`src/rtl/uart_pkg.sv`:
```
// Shared UART definitions: receiver FSM encoding, line levels and the bit-vote helper.
package uart_pkg;

  typedef enum logic [2:0] {
    ST_IDLE      = 3'd0,
    ST_START     = 3'd1,
    ST_DATA      = 3'd2,
    ST_PARITY    = 3'd3,
    ST_STOP      = 3'd4,
    ST_WAIT_HIGH = 3'd5
  } uart_state_e;

  localparam logic IDLE_LEVEL  = 1'b1;
  localparam logic START_LEVEL = 1'b0;
  localparam logic STOP_LEVEL  = 1'b1;

  function automatic logic majority3(input logic a, input logic b, input logic c);
    return (a & b) | (a & c) | (b & c);
  endfunction

endpackage

```
`src/rtl/uart_baud_tick.sv`:
```
// Oversampling tick generator: one-clock pulse every DIV clocks while enabled; clr restarts the phase.
module uart_baud_tick #(
  parameter int unsigned DIV = 1
) (
  input  logic clk,
  input  logic rst_n,
  input  logic en,
  input  logic clr,
  output logic tick
);

  localparam int unsigned CW = (DIV > 1) ? $clog2(DIV) : 1;
  localparam logic [CW-1:0] LAST = CW'(DIV - 1);

  logic [CW-1:0] cnt_q, cnt_d;
  logic          tick_q, tick_d;

  always_comb begin
    cnt_d  = cnt_q;
    tick_d = 1'b0;
    if (clr) begin
      cnt_d = '0;
    end else if (en) begin
      if (cnt_q == LAST) begin
        cnt_d  = '0;
        tick_d = 1'b1;
      end else begin
        cnt_d = cnt_q + CW'(1);
      end
    end
  end

  always_ff @(posedge clk or negedge rst_n) begin
    if (!rst_n) begin
      cnt_q  <= '0;
      tick_q <= 1'b0;
    end else begin
      cnt_q  <= cnt_d;
      tick_q <= tick_d;
    end
  end

  assign tick = tick_q;

endmodule

```
`src/rtl/uart_rx_oversampled.sv`:
```
// 8N1 UART receiver with oversampled 3-sample majority voting and a valid/ready holding register.
// Optional even-parity bit and parity_err output enabled by defining UART_RX_PARITY_EN.
module uart_rx_oversampled
  import uart_pkg::*;
#(
  parameter int unsigned CLK_FREQ   = 100_000_000,
  parameter int unsigned BAUD_RATE  = 115_200,
  parameter int unsigned OVERSAMPLE = 16,
  parameter int unsigned DATA_BITS  = 8
) (
  input  logic                 clk,
  input  logic                 rst_n,
  input  logic                 rx,
  output logic [DATA_BITS-1:0] rx_data,
  output logic                 rx_valid,
  input  logic                 rx_ready,
  output logic                 frame_err,
  output logic                 overrun,
`ifdef UART_RX_PARITY_EN
  output logic                 parity_err,
`endif
  output logic                 busy
);

  localparam int unsigned TICK_RAW = CLK_FREQ / (BAUD_RATE * OVERSAMPLE);
  localparam int unsigned TICK_DIV = (TICK_RAW < 1) ? 1 : TICK_RAW;
  localparam int unsigned OSW      = $clog2(OVERSAMPLE);
  localparam int unsigned IDXW     = (DATA_BITS > 1) ? $clog2(DATA_BITS) : 1;

  localparam logic [OSW-1:0]  SAMP0    = OSW'(OVERSAMPLE / 2 - 1);
  localparam logic [OSW-1:0]  SAMP1    = OSW'(OVERSAMPLE / 2);
  localparam logic [OSW-1:0]  SAMP2    = OSW'(OVERSAMPLE / 2 + 1);
  localparam logic [OSW-1:0]  OS_LAST  = OSW'(OVERSAMPLE - 1);
  localparam logic [IDXW-1:0] IDX_LAST = IDXW'(DATA_BITS - 1);

  uart_state_e state_q, state_d;

  logic                 rx_meta_q, rx_sync_q;
  logic [OSW-1:0]       os_cnt_q, os_cnt_d;
  logic [IDXW-1:0]      bit_idx_q, bit_idx_d;
  logic                 samp0_q, samp0_d, samp1_q, samp1_d;
  logic [DATA_BITS-1:0] shift_q, shift_d;
  logic [DATA_BITS-1:0] data_q, data_d;
  logic                 valid_q, valid_d;
  logic                 frame_err_q, frame_err_d;
  logic                 overrun_q, overrun_d;
  logic                 busy_q, busy_d;
  logic                 par_bit_q, par_bit_d;
  logic                 par_err_q, par_err_d;

  logic tick, decide_c, bit_end_c, bit_val_c, frame_good_c;

  uart_baud_tick #(.DIV(TICK_DIV)) u_tick (
    .clk   (clk),
    .rst_n (rst_n),
    .en    (state_q != ST_IDLE),
    .clr   (state_q == ST_IDLE),
    .tick  (tick)
  );

  assign decide_c     = tick && (os_cnt_q == SAMP2);
  assign bit_end_c    = tick && (os_cnt_q == OS_LAST);
  assign bit_val_c    = majority3(samp0_q, samp1_q, rx_sync_q);
  assign frame_good_c = (state_q == ST_STOP) && decide_c && (bit_val_c == STOP_LEVEL);

  // Two-flop synchronizer; the line idles high so the flops reset to the idle level.
  always_ff @(posedge clk or negedge rst_n) begin
    if (!rst_n) begin
      rx_meta_q <= IDLE_LEVEL;
      rx_sync_q <= IDLE_LEVEL;
    end else begin
      rx_meta_q <= rx;
      rx_sync_q <= rx_meta_q;
    end
  end

  always_ff @(posedge clk or negedge rst_n) begin
    if (!rst_n) state_q <= ST_IDLE;
    else        state_q <= state_d;
  end

  // Stop is resolved at mid-bit so the next start edge can be caught early.
  always_comb begin
    state_d = state_q;
    case (state_q)
      ST_IDLE:      if (rx_sync_q == START_LEVEL) state_d = ST_START;
      ST_START: begin
        if (decide_c && (bit_val_c == IDLE_LEVEL)) state_d = ST_IDLE;
        else if (bit_end_c)                        state_d = ST_DATA;
      end
      ST_DATA: begin
        if (bit_end_c && (bit_idx_q == IDX_LAST)) begin
`ifdef UART_RX_PARITY_EN
          state_d = ST_PARITY;
`else
          state_d = ST_STOP;
`endif
        end
      end
`ifdef UART_RX_PARITY_EN
      ST_PARITY:    if (bit_end_c) state_d = ST_STOP;
`endif
      ST_STOP:      if (decide_c) state_d = (bit_val_c == STOP_LEVEL) ? ST_IDLE : ST_WAIT_HIGH;
      ST_WAIT_HIGH: if (rx_sync_q == IDLE_LEVEL) state_d = ST_IDLE;
      default:      state_d = ST_IDLE;
    endcase
  end

  always_comb begin
    os_cnt_d    = os_cnt_q;
    bit_idx_d   = bit_idx_q;
    samp0_d     = samp0_q;
    samp1_d     = samp1_q;
    shift_d     = shift_q;
    par_bit_d   = par_bit_q;
    data_d      = data_q;
    valid_d     = valid_q;
    par_err_d   = par_err_q;
    frame_err_d = 1'b0;
    overrun_d   = 1'b0;
    busy_d      = (state_d != ST_IDLE);

    if (state_q == ST_IDLE)  os_cnt_d = '0;
    else if (tick)           os_cnt_d = (os_cnt_q == OS_LAST) ? '0 : os_cnt_q + OSW'(1);
    if (tick && (os_cnt_q == SAMP0)) samp0_d = rx_sync_q;
    if (tick && (os_cnt_q == SAMP1)) samp1_d = rx_sync_q;

    if (state_q == ST_START)                bit_idx_d = '0;
    if ((state_q == ST_DATA) && bit_end_c)  bit_idx_d = bit_idx_q + IDXW'(1);
    if ((state_q == ST_DATA) && decide_c)   shift_d   = {bit_val_c, shift_q[DATA_BITS-1:1]};
    if ((state_q == ST_PARITY) && decide_c) par_bit_d = bit_val_c;

    if ((state_q == ST_STOP) && decide_c && (bit_val_c != STOP_LEVEL)) frame_err_d = 1'b1;

    // A good frame may load in the same clock the old byte is accepted.
    if (frame_good_c) begin
      if (!valid_q || rx_ready) begin
        data_d    = shift_q;
        valid_d   = 1'b1;
        par_err_d = (^shift_q) ^ par_bit_q;
      end else begin
        overrun_d = 1'b1;
      end
    end else if (valid_q && rx_ready) begin
      valid_d = 1'b0;
    end
  end

  always_ff @(posedge clk or negedge rst_n) begin
    if (!rst_n) begin
      os_cnt_q    <= '0;
      bit_idx_q   <= '0;
      samp0_q     <= IDLE_LEVEL;
      samp1_q     <= IDLE_LEVEL;
      shift_q     <= '0;
      par_bit_q   <= 1'b0;
      data_q      <= '0;
      valid_q     <= 1'b0;
      par_err_q   <= 1'b0;
      frame_err_q <= 1'b0;
      overrun_q   <= 1'b0;
      busy_q      <= 1'b0;
    end else begin
      os_cnt_q    <= os_cnt_d;
      bit_idx_q   <= bit_idx_d;
      samp0_q     <= samp0_d;
      samp1_q     <= samp1_d;
      shift_q     <= shift_d;
      par_bit_q   <= par_bit_d;
      data_q      <= data_d;
      valid_q     <= valid_d;
      par_err_q   <= par_err_d;
      frame_err_q <= frame_err_d;
      overrun_q   <= overrun_d;
      busy_q      <= busy_d;
    end
  end

  assign rx_data   = data_q;
  assign rx_valid  = valid_q;
  assign frame_err = frame_err_q;
  assign overrun   = overrun_q;
  assign busy      = busy_q;
`ifdef UART_RX_PARITY_EN
  assign parity_err = par_err_q;
`else
  logic unused_par;
  assign unused_par = par_err_q ^ par_bit_q;
`endif

endmodule

```
`config.mk`:
```
export PLATFORM = sky130hd
export DESIGN_NAME = uart_rx_oversampled
export DESIGN_NICKNAME = d
export VERILOG_FILES = /design/src/rtl/uart_pkg.sv /design/src/rtl/uart_baud_tick.sv /design/src/rtl/uart_rx_oversampled.sv
export SDC_FILE = /design/constraint.sdc
export NUM_CORES = 1
export LEC_CHECK = 0
export ABC_AREA = 1
export ABC_CLOCK_PERIOD_IN_PS = 1700
export CORE_UTILIZATION = 57
export CTS_CLUSTER_SIZE = 24
export DETAILED_ROUTE_END_ITERATION = 8
export PLACE_DENSITY = 0.9
export SKIP_LAST_GASP = 1
export SYNTH_ARGS = -nofsm -noshare
export SYNTH_HDL_FRONTEND = slang
export SYNTH_SLANG_ARGS = --single-unit
```
`constraint.sdc`:
```
create_clock -name clk -period 1.7 [get_ports clk]
set_input_delay 0.255 -clock clk [delete_from_list [all_inputs] [get_ports clk]]
set_output_delay 0.255 -clock clk [all_outputs]
set_load 0.03 [all_outputs]
```
; ---- Word-level counts from Yosys, hierarchy flattened
; Index checks and enable logic that the tools add are counted.
[totals]
reg_bits = 41
inputBits = 4
output_inout_bits = 12
word_cells = 83
[classes]
n_addsub = 3
n_eq_ne = 11
mux = 25
bitwise = 6
reduce_logical = 23
[ops]
columns = op, count
row1 = 3-bit two-way mux, 9
row2 = 6-bit two-way mux, 3
row3 = 3-bit case mux with 5 select lines, 1
row4 = 4-bit equality test (second input constant), 3
row5 = 1-bit logical AND, 12
row6 = 4-bit two-way mux, 3
row7 = 3-bit equality test (second input constant), 3
row8 = 1-bit two-way mux, 9
row9 = 2-bit nonzero test, 4
row10 = 6-bit by 1-bit adder with 6-bit output (second input constant), 1
row11 = 6-bit equality test (second input constant), 1
row12 = 3-bit nonzero test, 2
row13 = 4-bit by 1-bit adder with 4-bit output (second input constant), 1
row14 = 4-bit by 3-bit equality test with 1-bit output (second input constant), 1
row15 = 2-bit AND reduction, 2
row16 = 3-bit by 1-bit adder with 3-bit output (second input constant), 1
row17 = 1-bit AND, 3
row18 = 3-bit by 1-bit equality test with 1-bit output (second input constant), 1
row19 = 3-bit by 2-bit equality test with 1-bit output (second input constant), 1
row20 = 3-bit zero test, 1
row21 = 2-bit by 1-bit != test with 1-bit output (second input constant), 1
row22 = 1-bit bitwise OR, 2
row23 = 1-bit zero test, 1
row24 = 1-bit logical OR, 1
row25 = 1-bit inverter, 1

; ---- Depth between registers and ports, before layout
[depth]
depth_word = 7
ltp_mapped = 9
mapped_depth_nobuf = 9

; ---- Modules after synthesis
; Synthesis repeated with hierarchy kept, for this count alone.
[unflattened]
hier_cells = 234
hier_area_um2 = 2019.4
[by_module_without_submodules]
columns = mod, n_inst, cells_each, area_each_um2
row1 = uart_rx_oversampled, 1, 177, 1612.8
row2 = uart_baud_tick, 1, 57, 406.6

; ---- Worst setup path before layout
; No wires, ideal clock.
[synth_path]
path_type = register to register
from = reg os_cnt_q[1]
to = reg data_q[1], in the netlist rx_data[1]
setup_ps = 118
arrival_time_ps = 1297
t_required_ps = 1582
path_slack_ps = 286
stages_incl_launch_ff = 9
n_path_buf = 1
period_less_slack_ps = 1414
path_cell_list = dfrtp_1 > inv_1 > ha_1 > nand4_4 > nor2_4 > nand3_4 > buf_6 > nand2_2 > o21ai_2
[synth_between]
elab_chain_len = 5
[synth_rtl]
columns = element, line
row1 = start: declaration, uart_rx_oversampled.sv:39  ; logic [OSW-1:0] os_cnt_q, os_cnt_d;
row2 = start signal: assignment, uart_rx_oversampled.sv:164  ; os_cnt_q <= os_cnt_d;
row3 = 4-bit equality test, uart_rx_oversampled.sv:61  ; assign decide_c = tick && (os_cnt_q == SAMP2);
row4 = 1-bit logical AND, uart_rx_oversampled.sv:61
row5 = 1-bit logical AND (2 in a row), uart_rx_oversampled.sv:64  ; assign frame_good_c = (state_q == ST_STOP) && decide_c && (bit_val_c == STOP_LEVEL);
row6 = 2-bit AND reduction (no line), --
row7 = end signal: assignment, uart_rx_oversampled.sv:170  ; data_q <= data_d;
row8 = end: declaration, uart_rx_oversampled.sv:43  ; logic [DATA_BITS-1:0] data_q, data_d;
; No other way between the ends.
; A chain may end at the register's enable or synchronous reset.

; ---- Worst setup path in the final report
[layout_path]
from = reg data_q[3], in the netlist rx_data[3]
to = out rx_data[3]
[layout_lines]
columns = element, line
row1 = end: declaration, uart_rx_oversampled.sv:14  ; output logic [DATA_BITS-1:0] rx_data,
; No word-level cell between the ends.

==> run metrics <==
CP delay by family, top buffers and inverters; Fmax between 600 and 700 MHz; I/O Pins 16; GR Layer Usage met2 34.6%; Primary FF master, synth dfrtp_1; net switching power approximately 340 uW; Synth cell types 27; met1 usage a little under a third; Clock power frac between 30 and 40%; GRT overflow 0; Final Setup Violations 0; post-synthesis sequential area ratio a little over half; clock skew around 0.012 ns; final number of hold-violating endpoints 0; post-synth top area share 48.3%; 1st-iter DRT viols 75; chip width 60.0 um; die height about 60 um; CTS tree built; Commonest cells post-synth nand2_1, dfrtp_1, inv_1; wirelength, routed 3510 um; antenna cells 0; syn_nets ~220; Post-synth ARST share between 90% and 100%; top cells by area, synth dfrtp_1, nand2_1, inv_1; synth warn 0; Final GP Congestion 0.880; Static Leak 1.12 nW; Total GRT Usage between 20 and 25%; largest net degree at the start of global routing 42; first-pass GRT wire length just under 6000 um; Flop pwr share 58.7%; internal power 1.34 mW; vias in the first global route around 1.4k; Slew Viols, Final 0; pre-CTS setup slack roughly 0.11 ns; crit end category output pin; Critical Path RT ~1.4 ns; Max stage delay cell, worst path clkdlybuf4s50_1; cells along the critical path clkdlybuf4s50_1; Rel. slew slack 66.1%; Die ar. roughly 3600 um2; Area Growth Syn to Fin 15.1%; cell area after synthesis 1920 um2; IO Port Bufs 15; total power 1.67 mW; Setup CP Type reg2out; flops & latches, synth roughly 40; Syn Inst Count about 210; row count 20; via total after detailed routing between 1k and 1.5k; fin nets between 200 and 250; reg2reg path depth 7; final setup margin just over 0.05 ns; Peak VDD IR 742 uV; Max FO, Critical Path 2; most common cell in the synthesized netlist nand2_1; clock transition at the registers of the reported paths around 0.12 ns; First-pass DRT Iterations 4; WP data arrival ~1.4 ns; Worst Path Buf+Inv 1; RR Startpoint os_cnt_q[1]$_DFFE_PN0P_; status completed; worst slew pin tran 0.508 ns; Root Driver clkbuf_4; PwrDens approximately 760 nW/um2; Post-synth EDFFs 0; antenna viol nets, final 0; WL/cell between 10 and 15 um; htree depth 2; library cell with the largest summed area after synthesis dfrtp_1; Remaining DRCs 0; CTS Sinks between 40 and 50; initial antenna violation count 0; share of cells above drive strength 1 13.7%; Startpoint Class flip-flop; Core Area about 3100 um2; Final period util between 90% and 100%; Logic pwr share 1.8%; fin crit period between 1.5 and 2 ns; syn_area_per_cell slightly above 9 um2; Max clock buf depth 2; reg2reg end rx_data[5]$_DFFE_PN0P_; crit path launch rx_data[3]$_DFFE_PN0P_; Worst path depth 1; RSZ-0062 raised after global routing no; CP endpoint rx_data[3]; Initial Utilization 61.3%; fin area ~2200 um2; TritonCTS buffer count 5; Tightest Hold Check Type in2reg; M3 GR Usage about 4.5%; post-DR vias/cell 5.34; Post-Place Cell Area 2100 um2; Clock Latency Late Sink around 0.36 ns; Reg2Reg Setup Slack 0.11 ns; global route hottest layer met2; Critical Path Max Stage Delay about 0.67 ns; switch share about 20%; Final TNS setup 0 ns; max_cap viols 0; DP HPWL between 2000 and 3000 um
[power by group through the flow]
| stage | Clock [mW] | Combinational, mW | Sequential [mW] |
|---|---|---|---|
| floorplan | 0 | 0.00243 | 1.00 |
| global placement | 0 | 0.0286 | 1.00 |
| detailed placement | 0 | 0.0285 | 1.00 |
| CTS | 0.676 | 0.0303 | 0.982 |
| global route | 0.710 | 0.0349 | 0.983 |
| finish | 0.662 | 0.0298 | 0.982 |
[worst min path at each step]
| stage | from | to | depth (start not counted) |
|---|---|---|---|
| final | rx | rx_meta_q$_DFF_PN1_ | 1 |
| after global routing | rx | rx_meta_q$_DFF_PN1_ | 1 |
| after CTS | rx | rx_meta_q$_DFF_PN1_ | 1 |
| after detailed placement | rst_n | u_tick.cnt_q[3]$_DFF_PN0_ | 2 |
| after global placement | rst_n | u_tick.cnt_q[0]$_DFF_PN0_ | 2 |
| after floorplan | rst_n | bit_idx_q[0]$_DFFE_PN0P_ | 0 |
[through the flow]
step | std cells | util (%) | hold WS [ns]
after CTS | 271 | 70.2 | 0.284
final | 271 | 70.6 | 0.297
after global routing | 271 | 70.6 | 0.297
after floorplan | 205 | - | -0.0406
after detailed placement | 262 | 67.0 | 0.337
after global placement | 262 | 67.0 | 0.339
[kinds of logic after synthesis]
group / after synthesis / synth area share (%)
XOR/XNOR: 3 / 1.37
AO/OA/AOI/OAI: 26 / 8.55
flip-flops: 41 / 53.8
buffers and inverters: 33 / 7.44
AND/OR/NAND/NOR: 95 / 24.3
adder cells (fa/ha/maj): 7 / 4.57
[cell type report]
class	count	area (um2)
multi-input combinational	131	744
sequential	41	1030
fill	233	921
clock buffer	6	51.3
clock inverter	2	37.5
inverter	30	113
tap	44	55.1
timing repair buffer	17	175
[worst reg2reg max path: stages (launching register included)]
cell and delay, ns:
dfrtp_1 0.41, inv_1 0.10, ha_1 0.22, nand4_4 0.14, nor2_4 0.15, nand3_4 0.23
nand2_1 0.17, o21ai_2 0.07
[layout by cell type (no fill, tap or decap)]
cell type        count
nor2_2               1
o31ai_1              1
a21oi_1              4
a31oi_1              1
clkdlybuf4s50_1      9
clkinvlp_4           1
nor2_4               3
o21ai_0             12
inv_2                1
clkbuf_4             5
nand3_1             18
nand4_1              4
xnor2_1              1
nor2_1              16
clkbuf_8             1
nor3b_1              1
buf_4                1
dfrtp_1             37
bufinv_16            1
nand2_2              1
o21ai_2              8
nand3_4              1
ha_1                 7
dfstp_2              4
xor2_1               2
dlymetal6s2s_1       5
nand2_1             46
dlygate4sd3_1        1
buf_2                1
inv_1               29
nor3_4               1
nor3_1               2
nand4_4              1
[per-layer routing]
metal  up-vias  wire [um]  part of all wire, %
li1        698          -                    -
met1       710       1570                   45
met2        28       1750                   50
met3        10         99                  2.8
met4         0         90                  2.6
met5         -          0                    0
[state kept, by name (all words and copies together), names as in the netlist, 3 cells and up]
signal / count
bit_idx_q: 3
os_cnt_q: 4
rx_data: 8
shift_q: 8
state_q: 3
u_tick.cnt_q: 6
[what timing repair did]
item                       CTS  global route
buffers inserted             0             0
resized for setup            0             5
setup endpoints to repair    0             5
hold endpoints to repair    37             0
hold buffers                 1             0
No activity file was read; power rests on OpenSTA's default activity.
==> patch 1: new RTL, config.mk and constraints unchanged <==
Re-encode `uart_state_e` (6 states) as Gray code, 3 bits wide.
--- a/src/rtl/uart_pkg.sv
+++ b/src/rtl/uart_pkg.sv
@@ -2,12 +2,12 @@
 package uart_pkg;
 
   typedef enum logic [2:0] {
-    ST_IDLE      = 3'd0,
-    ST_START     = 3'd1,
-    ST_DATA      = 3'd2,
-    ST_PARITY    = 3'd3,
-    ST_STOP      = 3'd4,
-    ST_WAIT_HIGH = 3'd5
+    ST_IDLE      = 3'b000,
+    ST_START     = 3'b001,
+    ST_DATA      = 3'b011,
+    ST_PARITY    = 3'b010,
+    ST_STOP      = 3'b110,
+    ST_WAIT_HIGH = 3'b111
   } uart_state_e;
 
   localparam logic IDLE_LEVEL  = 1'b1;
Function: same outputs for any inputs over 10 cycles, from zero or initial values and one cycle with rst_n low; not proved beyond that.
==> patch 1 against the unedited design <==
  * Die area decreased by 0.63%
  * Total power decreased by 1.6%
  * Utilization increased by 1.3 points
  * Critical path depth unchanged
  * First-iteration DRC count decreased by 20%
  * Area after synthesis decreased by 0.65%
  * Largest power group unchanged
  * Wire length decreased by 11%
  * Critical path type unchanged
  * Sequential cell count unchanged
  * Setup slack got worse by 30 ps
  * Final area increased by 1.0%
  * Sequential share of layout area decreased by 0.42 points
==> patch 1: results (changes against the unedited design) <==
status: "finished clean"  # unchanged
vias_per_cell: 5.17  # was 5.34
wire_per_inst_microns: 11.4  # was 12.9 microns
grt_pass1_wl_microns: 5550  # was 5930 microns
ir_drop_v: 0.000510  # was 0.000742 V
grt_pass1_vias: 1351  # was 1361
fin_nets: 241  # was 237
place_ws_ps: 214  # was 107 ps
nonClkBufAreaFrac_pct: 8.42  # was 7.94%
dr_wl_met2_microns: 1560  # was 1750 microns
clk_share_pct: 3.76  # was 4.02%
drive_gt1_share_pct: 13.9  # was 13.7%
use_met1_pct: 24.5  # was 31.3%
grt.met3_usage_pct: 7.36  # was 4.55%
dp_hpwl_microns: 2280  # was 2520 microns
synth_nets: 218  # was 216
met2_usage_pct: 36.5  # was 34.6%
wl_microns: 3130  # was 3510 microns
cts_max_level: 2  # unchanged
cellLeakagePower_uw: 0.00123  # was 0.00112 uW
grt_usage_pct: 21.6  # was 23.0%
syn_avg_cell_area_sq_um: 9.21  # was 9.36 sq um
synth_cell_types: 26  # was 27
wl_met1_microns: 1360  # was 1570 microns
multiInputCombCellCount: 140  # was 131
synth_seq_area_share_pct: 54.1  # was 53.8%
power.internal_uw: 1300  # was 1340 uW
arrival_ps: 1420  # was 1390 ps
synthTopCellsByArea: "dfrtp_1 (49%), nand2_1 (11%), dfstp_2 (5.5%), nand3_1 (5.0%), ha_1 (4.6%)"  # was dfrtp_1 (48%), nand2_1 (9.0%), inv_1 (5.7%), dfstp_2 (5.5%), nand3_1 (4.7%)
seq_area_sq_um: 1030  # about the same
wl_met3_microns: 135  # was 99 microns
fill_cells: 248  # was 233
cts_setup_buffers: 0  # unchanged
yosys-top-cells-count: "nand2_1 (54), dfrtp_1 (37), inv_1 (23), nand3_1 (19), nor2_1 (19)"  # was nand2_1 (46), dfrtp_1 (37), inv_1 (29), nand3_1 (18), nor2_1 (16)
slew_headroom_pct: 73.8  # was 66.1%
multi_input_area_share_pct: 34.6  # was 33.7%
synth_edf_count: 0  # unchanged
place.gp.congestion: 0.805  # was 0.880
drt_iter0_markers: 60  # was 75
post-place-cells: 266  # was 262
fin_skew_ps: 13.6  # was 12.4 ps
insertion_delay_ps: 370
## patch 1: cell count changes in the layout (fill, tap and decap cells not counted), sizes merged, moves of 3 or more
cell   delta
nand2    +11
o21ai     -9
nor2      +7
inv       -5
nand4     -3
## patch 1: stage by stage
stage          hold slack (ps)  instance area [sq um]
2_1_floorplan            -40.6                   1910
3_3_place_gp               235                   2120
3_5_place_dp               238                   2120
4_1_cts                    280                   2220
5_1_grt                    291                   2230
6_report                   292                   2230
## patch 1: path summary, 6_finish.rpt
path	startpoint	endpoint	slack, ps	cells past startpoint
max in group asynchronous	rst_n	samp1_q	1060	3
worst max register to register	os_cnt_q[0]	busy	210	8
worst min-delay path	rx	rx_meta_q	290	1
worst min register to register	rx_meta_q	rx_sync_q	370	0
worst max-delay path	rx_data[2]	rx_data[2]	20	1
min in group asynchronous	rst_n	rx_data[0]	380	3
## patch 1: kinds of logic after synthesis
kind of cell	share of synthesized area, %
simple gates	28.4
fa+ha+maj	4.60
compound gates	5.65
buf+inv	5.38
flops	54.1
xor+xnor	1.84
## patch 1: what timing repair did
| action | CTS | global route |
|---|---|---|
| hold buffers | 1 | 0 |
| endpoints found under the hold margin | 37 | 0 |
| setup endpoints to repair | 0 | 6 |
| gates resized for setup | 0 | 6 |
## patch 1: power by group through the flow
| stage | logic, uW | registers (uW) | clock network, uW |
|---|---|---|---|
| 2_1_floorplan | 2.04 | 999 | 0 |
| 3_3_place_gp | 31.6 | 999 | 0 |
| 3_5_place_dp | 32.1 | 999 | 0 |
| 6_report | 32.5 | 981 | 634 |
| 4_1_cts | 33.8 | 981 | 645 |
| 5_1_grt | 38.8 | 981 | 670 |
==> patch 2: new RTL, same settings <==
Made on the original files. Set the parameter `BAUD_RATE` to 460_800 (it was 115_200).
--- a/src/rtl/uart_rx_oversampled.sv
+++ b/src/rtl/uart_rx_oversampled.sv
@@ -4,7 +4,7 @@
   import uart_pkg::*;
 #(
   parameter int unsigned CLK_FREQ   = 100_000_000,
-  parameter int unsigned BAUD_RATE  = 115_200,
+  parameter int unsigned BAUD_RATE  = 460_800,
   parameter int unsigned OVERSAMPLE = 16,
   parameter int unsigned DATA_BITS  = 8
 ) (
Formal check against the unedited RTL: same outputs for any inputs over 10 cycles, from zero or initial values and one cycle with rst_n low; that may be too few to reach the edited logic, so the function may still have changed.
==> patch 2 against the unedited design <==
  * Highest routed layer unchanged
  * Synthesized cell count fell by 3.4%
  * Clock skew rose by 3.7 ps
  * Utilization shrank 1.6 points
  * Setup slack improved by 10 ps
  * Sequential share of layout area grew 0.23 points
  * Sequential cell count fell by 2
  * First-iteration DRC count fell by 48%
  * Via count decreased by 9.7%
  * Total power decreased by 11%
  * Non-clock buffer count unchanged
  * Global-route usage decreased by 2.8 points
  * Final area down 5.3%
  * Wire length is 16% lower
  * Area after synthesis is 5.3% lower
  * Critical endpoint is now rx_data[4]
==> patch 2: results (changes against the unedited design) <==
synth_xor_xnor_area_share_pct: 1.45  # was 1.37%
timing.rr.start: "os_cnt_q[1]"  # unchanged
seq_area_sq_um: 981  # was 1030 sq um
root_buffer: "clkbuf_4"  # unchanged
cellLeakagePower_uw: 0.00109  # was 0.00112 uW
place_area_sq_um: 2000  # was 2100 sq um
totalPowerFinal_uw: 1490  # was 1670 uW
synth_cell_types: 23  # was 27
grt_pass1_vias: 1206  # was 1361
portBuffers: 15  # unchanged
grt_usage_pct: 20.2  # was 23.0%
drive_gt1_share_pct: 14.1  # was 13.7%
place.gp.congestion: 0.765  # was 0.880
synth_fa_ha_area_share_pct: 4.82  # was 4.57%
antenna_found_initial: 0  # unchanged
nonClkBufAreaFrac_pct: 8.26  # was 7.94%
yosys-top-cells-count: "nand2_1 (49), dfrtp_1 (35), inv_1 (28), nor2_1 (17), nand3_1 (14)"  # was nand2_1 (46), dfrtp_1 (37), inv_1 (29), nand3_1 (18), nor2_1 (16)
die_x_microns: 58.5  # was 60.0 microns
reg2reg_to: "rx_data[7]"  # was rx_data[5]
async_flop_share_pct: 100  # unchanged
synth_nets: 209  # was 216
drt_iter0_markers: 39  # was 75
ir_drop_v: 0.000577  # was 0.000742 V
synth_compound_area_share_pct: 8.75  # was 8.55%
crit_fanout: 2  # unchanged
regToRegSetupSlack_ps: 150  # was 110 ps
fill_cells: 251  # was 233
worst_slew_pin_slew_ps: 463  # was 508 ps
nClkBuffers: 7  # was 6
combPwrFrac_pct: 1.9
drtPass1Iterations: 4  # unchanged
power.internal_uw: 1180  # was 1340 uW
fin_nets: 230  # was 237
hp-start: "rx"  # unchanged
fin_skew_ps: 16.1  # was 12.4 ps
multi_input_area_sq_um: 696  # was 744 sq um
synthTopCellsByArea: "dfrtp_1 (48%), nand2_1 (10%), dfstp_2 (5.8%), inv_1 (5.8%), ha_1 (4.8%)"  # was dfrtp_1 (48%), nand2_1 (9.0%), inv_1 (5.7%), dfstp_2 (5.5%), nand3_1 (4.7%)
status: "finished clean"  # unchanged
inverters: 30  # unchanged
ys.flop_type: "dfrtp_1"  # unchanged
cp_top_family: "buffers and inverters"  # unchanged
arrival_ps: 1380
grt_pass1_wl_microns: 5050  # was 5930 microns
cts_setup_buffers: 0  # unchanged
nFlopsAndLatches: 39  # was 41
clk_share_pct: 3.47  # was 4.02%
slowest_delay_ps: 670  # about the same
synth_seq_area_share_pct: 54.0  # was 53.8%
critical_path.slowest_cell: "clkdlybuf4s50_1"  # unchanged
multiInputCombCellCount: 126  # was 131
hold_end: "rx_meta_q"  # unchanged
dp_hpwl_microns: 2080  # was 2520 microns
vias_per_cell: 4.95  # was 5.34
cts_max_level: 2  # unchanged
seqPwrFrac_pct: 62.5  # was 58.7%
place_ws_ps: 132  # was 107 ps
cts-buffers-inserted: 5  # unchanged
grt_max_degree: 40  # was 42
wire_per_inst_microns: 11.2  # was 12.9 microns
[patch 2: cell types whose count changed after synthesis, moves of 2 or more]
cell and change:
dfrtp_1 -2, a21oi_1 -2, nand2_1 +3, nor3_1 -2, nand3_1 -4
[patch 2: stage by stage]
step	utilization (%)	hold WS, ps	instances
6_report	69.0	298	264
5_1_grt	69.0	287	264
4_1_cts	68.7	284	264
3_5_place_dp	66.0	325	255
3_3_place_gp	66.0	325	255
2_1_floorplan	-	-40.6	198
[patch 2: worst max path at each step]
stage | cells after the start | to | slack, ps | from
after floorplan | 8 | rx_data[5] | 250 | os_cnt_q[1]
after detailed placement | 7 | rx_data[7] | 130 | os_cnt_q[1]
after global routing | 1 | rx_data[3] | 3 | rx_data[3]
after global placement | 8 | busy | 200 | os_cnt_q[0]
final | 1 | rx_data[4] | 60 | rx_data[4]
after CTS | 1 | rx_data[7] | 30 | rx_data[7]
[patch 2: layer usage]
layer  wire, microns  GRT usage [%]
met1            1420           25.4
met2            1390           32.3
met3              68           5.27
met4              74           10.2
met5               0              0
